$ cat src/rtl/hps_mgmt_pkg.sv
// Shared definitions for the HPS management bridge: FSM state encoding,
// watchdog counter width and the read data returned on a timeout.
package hps_mgmt_pkg;

  // Bridge FSM state encoding
  localparam logic [1:0] ST_IDLE    = 2'd0;
  localparam logic [1:0] ST_RD_REQ  = 2'd1;
  localparam logic [1:0] ST_RD_WAIT = 2'd2;
  localparam logic [1:0] ST_WR_REQ  = 2'd3;

  // Watchdog counter width; TIMEOUT_CYCLES must fit in it
  localparam int WDOG_W = 16;

  // Read data handed to the host when a read times out
  localparam logic [31:0] TIMEOUT_DATA = 32'hFFFF_FFFF;

endpackage

$ cat src/rtl/hps_mgmt_watchdog.sv
// Transaction watchdog: a cycle counter that is cleared when a strobe is
// accepted and counts every busy cycle. expired is high on the busy cycle
// where the count equals TIMEOUT_CYCLES.
module hps_mgmt_watchdog
  import hps_mgmt_pkg::*;
#(
  parameter int unsigned TIMEOUT_CYCLES = 65535
) (
  input  logic clk_sys,
  input  logic reset_n,
  input  logic clear,
  input  logic busy,
  output logic expired
);

  localparam logic [WDOG_W-1:0] LIMIT = WDOG_W'(TIMEOUT_CYCLES);

  logic [WDOG_W-1:0] cnt;

  // Count busy cycles since the last accepted strobe
  always_ff @(posedge clk_sys or negedge reset_n) begin
    if (!reset_n) begin
      cnt <= '0;
    end else if (clear) begin
      cnt <= '0;
    end else if (busy) begin
      cnt <= cnt + WDOG_W'(1);
    end
  end

  assign expired = busy && (cnt == LIMIT);

endmodule

$ cat src/rtl/hps_mgmt_bridge.sv
// HPS management bridge: turns one-cycle host read/write strobes into a
// single Avalon-MM transaction on the mgmt_* master and stalls the host
// with io_wait until it completes.
// Optional feature: define MGMT_WATCHDOG_EN to compile in the transaction
// watchdog (timeout_err, TIMEOUT_DATA on timed-out reads).
//
// Handshake: a command (mgmt_read / mgmt_write) with its address and data
// is held stable until a cycle where mgmt_waitrequest is 0; that cycle is
// the acceptance. After a read is accepted, the first cycle with
// mgmt_readdatavalid = 1 carries the data. Only abort (or a watchdog
// timeout) may withdraw a command that has not been accepted.
module hps_mgmt_bridge
  import hps_mgmt_pkg::*;
#(
  parameter int unsigned TIMEOUT_CYCLES = 65535
) (
  input  logic        clk_sys,
  input  logic        reset_n,
  input  logic        abort,
  input  logic        ext_rd,
  input  logic        ext_wr,
  input  logic [31:0] ext_addr,
  input  logic [31:0] ext_dout,
  output logic [31:0] ext_din,
  output logic        io_wait,
  output logic [31:0] mgmt_address,
  output logic [31:0] mgmt_writedata,
  output logic        mgmt_read,
  output logic        mgmt_write,
  input  logic        mgmt_waitrequest,
  input  logic [31:0] mgmt_readdata,
  input  logic        mgmt_readdatavalid,
  output logic        timeout_err,
  output logic [1:0]  dbg_state
);

  logic [1:0]  state;
  logic [31:0] addr_q;
  logic [31:0] wdata_q;
  logic [31:0] din_q;
  logic        strobe_ok;
  logic        wd_fire;

  // A strobe is taken only in IDLE and never on an abort cycle
  assign strobe_ok = (state == ST_IDLE) && !abort && (ext_rd || ext_wr);

`ifdef MGMT_WATCHDOG_EN
  logic wd_expired;
  logic done_now;
  logic terr_q;

  // A normal completion on the limit cycle wins over the timeout
  assign done_now = ((state == ST_RD_REQ)  && !mgmt_waitrequest) ||
                    ((state == ST_RD_WAIT) && mgmt_readdatavalid) ||
                    ((state == ST_WR_REQ)  && !mgmt_waitrequest);
  assign wd_fire  = wd_expired && !done_now;

  hps_mgmt_watchdog #(
    .TIMEOUT_CYCLES (TIMEOUT_CYCLES)
  ) u_watchdog (
    .clk_sys (clk_sys),
    .reset_n (reset_n),
    .clear   (strobe_ok),
    .busy    (state != ST_IDLE),
    .expired (wd_expired)
  );

  // Sticky timeout flag, cleared by the next accepted strobe
  always_ff @(posedge clk_sys or negedge reset_n) begin
    if (!reset_n) begin
      terr_q <= 1'b0;
    end else if (strobe_ok) begin
      terr_q <= 1'b0;
    end else if (!abort && wd_fire) begin
      terr_q <= 1'b1;
    end
  end

  assign timeout_err = terr_q;
`else
  logic [WDOG_W-1:0] unused_timeout;

  assign unused_timeout = WDOG_W'(TIMEOUT_CYCLES);
  assign wd_fire        = 1'b0;
  assign timeout_err    = 1'b0;
`endif

  // Transaction sequencer: latch request, hold command, collect read data
  always_ff @(posedge clk_sys or negedge reset_n) begin
    if (!reset_n) begin
      state   <= ST_IDLE;
      addr_q  <= '0;
      wdata_q <= '0;
      din_q   <= '0;
    end else if (abort) begin
      state <= ST_IDLE;
    end else begin
      case (state)
        ST_IDLE: begin
          if (ext_rd || ext_wr) begin
            addr_q  <= ext_addr;
            wdata_q <= ext_dout;
            state   <= ext_rd ? ST_RD_REQ : ST_WR_REQ;
          end
        end
        ST_RD_REQ: begin
          if (!mgmt_waitrequest) begin
            state <= ST_RD_WAIT;
          end else if (wd_fire) begin
            din_q <= TIMEOUT_DATA;
            state <= ST_IDLE;
          end
        end
        ST_RD_WAIT: begin
          if (mgmt_readdatavalid) begin
            din_q <= mgmt_readdata;
            state <= ST_IDLE;
          end else if (wd_fire) begin
            din_q <= TIMEOUT_DATA;
            state <= ST_IDLE;
          end
        end
        ST_WR_REQ: begin
          if (!mgmt_waitrequest || wd_fire) begin
            state <= ST_IDLE;
          end
        end
        default: state <= ST_IDLE;
      endcase
    end
  end

  assign mgmt_read      = (state == ST_RD_REQ);
  assign mgmt_write     = (state == ST_WR_REQ);
  assign io_wait        = (state != ST_IDLE);
  assign mgmt_address   = addr_q;
  assign mgmt_writedata = wdata_q;
  assign ext_din        = din_q;
  assign dbg_state      = state;

endmodule

$ cat config.mk
export PLATFORM = sky130hd
export DESIGN_NAME = hps_mgmt_bridge
export DESIGN_NICKNAME = d
export VERILOG_FILES = /design/src/rtl/hps_mgmt_pkg.sv /design/src/rtl/hps_mgmt_watchdog.sv /design/src/rtl/hps_mgmt_bridge.sv
export SDC_FILE = /design/constraint.sdc
export NUM_CORES = 1
export LEC_CHECK = 0
export CAP_MARGIN = 10
export CORE_MARGIN = 2
export CORE_UTILIZATION = 42
export DETAILED_ROUTE_END_ITERATION = 10
export GPL_TIMING_DRIVEN = 0
export PLACE_DENSITY = 0.86
export SYNTH_ARGS = -nofsm -noshare
export SYNTH_HDL_FRONTEND = slang
export SYNTH_SLANG_ARGS = --single-unit
$ cat constraint.sdc
create_clock -name clk_sys -period 3.12 [get_ports clk_sys]
set_input_delay 0.624 -clock clk_sys [delete_from_list [all_inputs] [get_ports clk_sys]]
set_output_delay 0.624 -clock clk_sys [all_outputs]
set_load 0.05 [all_outputs]
# After elaboration in Yosys (flattened, before gate mapping)
# Cells that the tools add are included.
[totals] in_bits=103 word_cells=25 out_inout_bits=102 reg_bits=98
[op_classes] n_eq_ne=7 n_reduce_logical=6 muxes=7 bitwise_logic=1
[ops] op="$mux 2" n=6
[ops] op="$ne 3x3->1 const B" n=3
[ops] op="$pmux 2 s4" n=1
[ops] op="$reduce_and 3->1" n=2
[ops] op="$eq 2x2->1 const B" n=2
[ops] op="$reduce_and 4->1" n=1
[ops] op="$ne 3x2->1 const B" n=1
[ops] op="$eq 2x1->1 const B" n=1
[ops] op="$logic_not 2->1" n=1
[ops] op="$reduce_bool 2->1" n=1
[ops] op="$logic_or 1x1->1" n=1
[ops] op="$not 1->1" n=1

# Longest topological paths before layout
[depth] ltp_word=4 depth_mapped=5 depth_no_buf=3

# Worst setup path after synthesis
# OpenSTA, ideal clock, no wires.
[synth_timing] path_kind="flip-flop to output port" from="reg state[0] (netlist: dbg_state[0])" to="out mgmt_read" setup_slack_ns=0.846 arrival_time_ns=1.650 stages_incl_launch_ff=3 required_time_ns=2.496 path_buffers=1 path_cell_list="dfrtp_1 > buf_2 > nor2b_1"
[synth_via] elab_chain_len=1
[synth_lines] element="start, declared" line_no="hps_mgmt_bridge.sv:37" rtl="logic [1:0] state;"
[synth_lines] element="start signal, assigned" line_no="hps_mgmt_bridge.sv:103" rtl="state <= ext_rd ? ST_RD_REQ : ST_WR_REQ;"
[synth_lines] element="$eq 2x1->1" line_no="hps_mgmt_bridge.sv:133" rtl="assign mgmt_read = (state == ST_RD_REQ);"
[synth_lines] element="end, declared" line_no="hps_mgmt_bridge.sv:28" rtl="output logic mgmt_read,"
# No other way between the ends.

# Final worst setup path
[layout_timing] from="reg state[0] (netlist: dbg_state[0])" to="out io_wait"
[layout_via] elab_chain_len=1
[layout_lines] element="$reduce_bool 2->1" line_no="hps_mgmt_bridge.sv:135" rtl="assign io_wait = (state != ST_IDLE);"
[layout_lines] element="end, declared" line_no="hps_mgmt_bridge.sv:25" rtl="output logic io_wait,"
# No other way between the ends.

==> impl_metrics.yaml <==
die:
  fp.dieW_um: 98.6
  io_pins: 205
  die_height_um: 98.6
  initial_core_util: 0.433
  rows: 34
  coreArea_um2: 8680
  die-area_um2: 9720
global_routing:
  gr-max-usage-layer: "met2"
  grt_pass1_vias: 2858
  grt_use_total: 0.188
  antenna_found_initial: 0
  met3_usage: 0.0518
  grt_max_degree: 59
  use_met2: 0.345
  grt_first_pass_wirelength_um: 14400
  grtUsageMet1: 0.219
  grt.overflow.total: 0
cells_and_area:
  diodes: 0
  fin_util: 0.711
  layout-drive-gt1-share: 0.176
  finalInstanceArea_um2: 6170
  nNetsFinal: 540
  fillers: 642
  syn2layout_area_growth_pct: 64.2
detailed_routing:
  totalWireLength_um: 9020
  vias_per_cell: 4.75
  drt_iter0_markers: 27
  drc: 0
  drtPass1Iterations: 4
  vias: 2614
  ant_nets: 0
  wl_per_cell_um: 16.4
timing:
  skew_ns: 0.0127
  setup_viol: 0
  fmax_ghz: 0.395
  hold_ws_ns: 0.252
  post-route-period-util: 0.812
  finalSetupTns_ns: 0
  report.final.hold_viol_count: 0
  worst_pin_slew_ns: 0.548
  drv_slew: 0
  fin_ws_ns: 0.586
  rsz0062_at_grt: "no"
  relSlewSlack: 0.634
  period_needed_ns: 2.53
place:
  dp_slack_ns: 0.779
  place_area_um2: 5950
  dp_hpwl_um: 7170
  port_buffers: 203
  place_congestion: 0.746
logic_synthesis:
  yosysWarningCount: 0
  synth-simple-area-share: 0.0203
  yosysMostFrequentCell: "dfrtp_1"
  synth_area_um2: 3760
  synth-adder-area-share: 0
  synthXorXnorAreaFrac: 0
  ys_types: 19
  synthTopCellsByCount: "dfrtp_1, mux2_1, mux2_2, buf_6, buf_4"
  synth_top_flop_cell: "dfrtp_1"
  syn_nets: 325
  synth_compound_area_frac: 0.00733
  yosys.area.top_type: "dfrtp_1"
  synth_edf_count: 0
  synth.mux.area_fraction: 0.288
  synth_top_family_by_area: "multiplexers"
  yosys-top-cells-area: "dfrtp_1, mux2_1, mux2_2"
  yosysSeqAreaShare: 0.653
  synthArstFlopShare: 1.00
  synth_cells: 222
  syn_area_per_cell_um2: 16.9
  netlist.area_leader.share: 0.653
  ys_seq_elements: 98
setup_path:
  critical_path.max_stage_delay_ns: 0.70
  reg2reg_from: "dbg_state[0]"
  crit_type: "reg2out"
  worstSetupStartpointType: "register"
  end_kind: "primary output"
  worstPathMaxFanout: 10
  path_cells: "buf_2, or2_2, clkdlybuf4s50_1"
  crit_start: "dbg_state[0]"
  worstPathArrival_ns: 1.91
  cpMaxStageDelayCell: "clkdlybuf4s50_1"
  required_ns: 2.50
status:
  outcome: "finished clean"
clocking:
  post_cts_resized: 0
  cts_buffer_depth: 2
  clock-root-buffer: "clkbuf_8"
  postCtsSetupBuffers: 0
  cts_buffers: 9
  cts.htree.levels: 3
  hold_buffers: 0
  clkSlewWorstSetupHoldPaths_ns: 0.09
  insertion_delay_ns: 0.35
  cts_tree: "yes"
  cts_num_sinks: 98
pwr:
  cellPowerDensity_nw_per_um2: 983
  irDropWorstVdd_mv: 0.682
  leakage_nw: 2.56
job:
  drv_cap: 0
min_path:
  hp-class: "in2async"
==> sequential cells by signal (all words and copies together) (netlist names) <==
register and flops:
dbg_state 2, ext_din 32, mgmt_address 32, mgmt_writedata 32
==> per-stage QoR <==
stage | power (mW) | instances
2_1_floorplan | 4.00 | 222
3_3_place_gp | 5.16 | 533
3_5_place_dp | 5.23 | 534
4_1_cts | 6.14 | 550
5_1_grt | 6.31 | 550
6_report | 6.06 | 550
==> cell type report <==
class,instances,area [um^2],area share
Buffer,12,108,0.0174
Clock buffer,12,145,0.0235
Clock inverter,4,75.1,0.0122
Inverter,2,7.51,0.00122
Multi-Input combinational cell,110,1190,0.193
Sequential cell,98,2450,0.398
Tap cell,108,135,0.0219
Timing Repair Buffer,204,2060,0.333
==> metal layers <==
layer | share of wire | wire (um) | up-vias
li1 | - | - | 1207
met3 | 0.066 | 595 | 8
met1 | 0.38 | 3470 | 1292
met2 | 0.54 | 4860 | 107
met4 | 0.010 | 91 | 0
met5 | 0 | 0 | -
==> worst max-delay path, delay by kind of cell (launching register included) <==
family | cells | cell delay, ns
buffers and inverters | 2 | 0.89
flip-flops | 1 | 0.38
AND/OR/NAND/NOR | 1 | 0.29
==> power breakdown <==
part / leakage [nW] / switching (mW) / internal, mW
logic: 1.30 / 2.06 / 1.18
registers: 1.17 / 0.220 / 1.71
clock network: 0.103 / 0.410 / 0.475
==> path summary, 6_finish.rpt <==
check	to	slack, ns	cells after the start
worst max register to register	mgmt_writedata[29]	1.40	5
min in group clk_sys	mgmt_writedata[0]	0.49	1
worst min register to register	mgmt_writedata[0]	0.49	1
worst max-delay path	io_wait	0.59	3
worst min-delay path	mgmt_address[29]	0.25	1
max in group asynchronous	mgmt_address[20]	2.19	2
==> cell usage in the layout, fill, tap and decap left out, drive strengths merged <==
cell,instances
clkbuf,12
or3b,1
dfrtp,98
a221oi,1
nor4,1
nor2b,1
a21oi,2
buf,14
nor3,1
nor2,2
or2,1
inv,2
clkdlybuf4s50,202
mux2,96
a31o,1
clkinvlp,2
nand2,1
bufinv,2
conb,1
and2,1
==> cells by family (layout without fill, tap and decap cells) <==
kind of cell / Yosys count / count (layout)
mux: 96 / 96
buf+inv: 14 / 234
other cells: 1 / 1
compound gates: 4 / 4
simple gates: 9 / 9
flops: 98 / 98
Note: power is estimated with default switching activity, not from simulation.
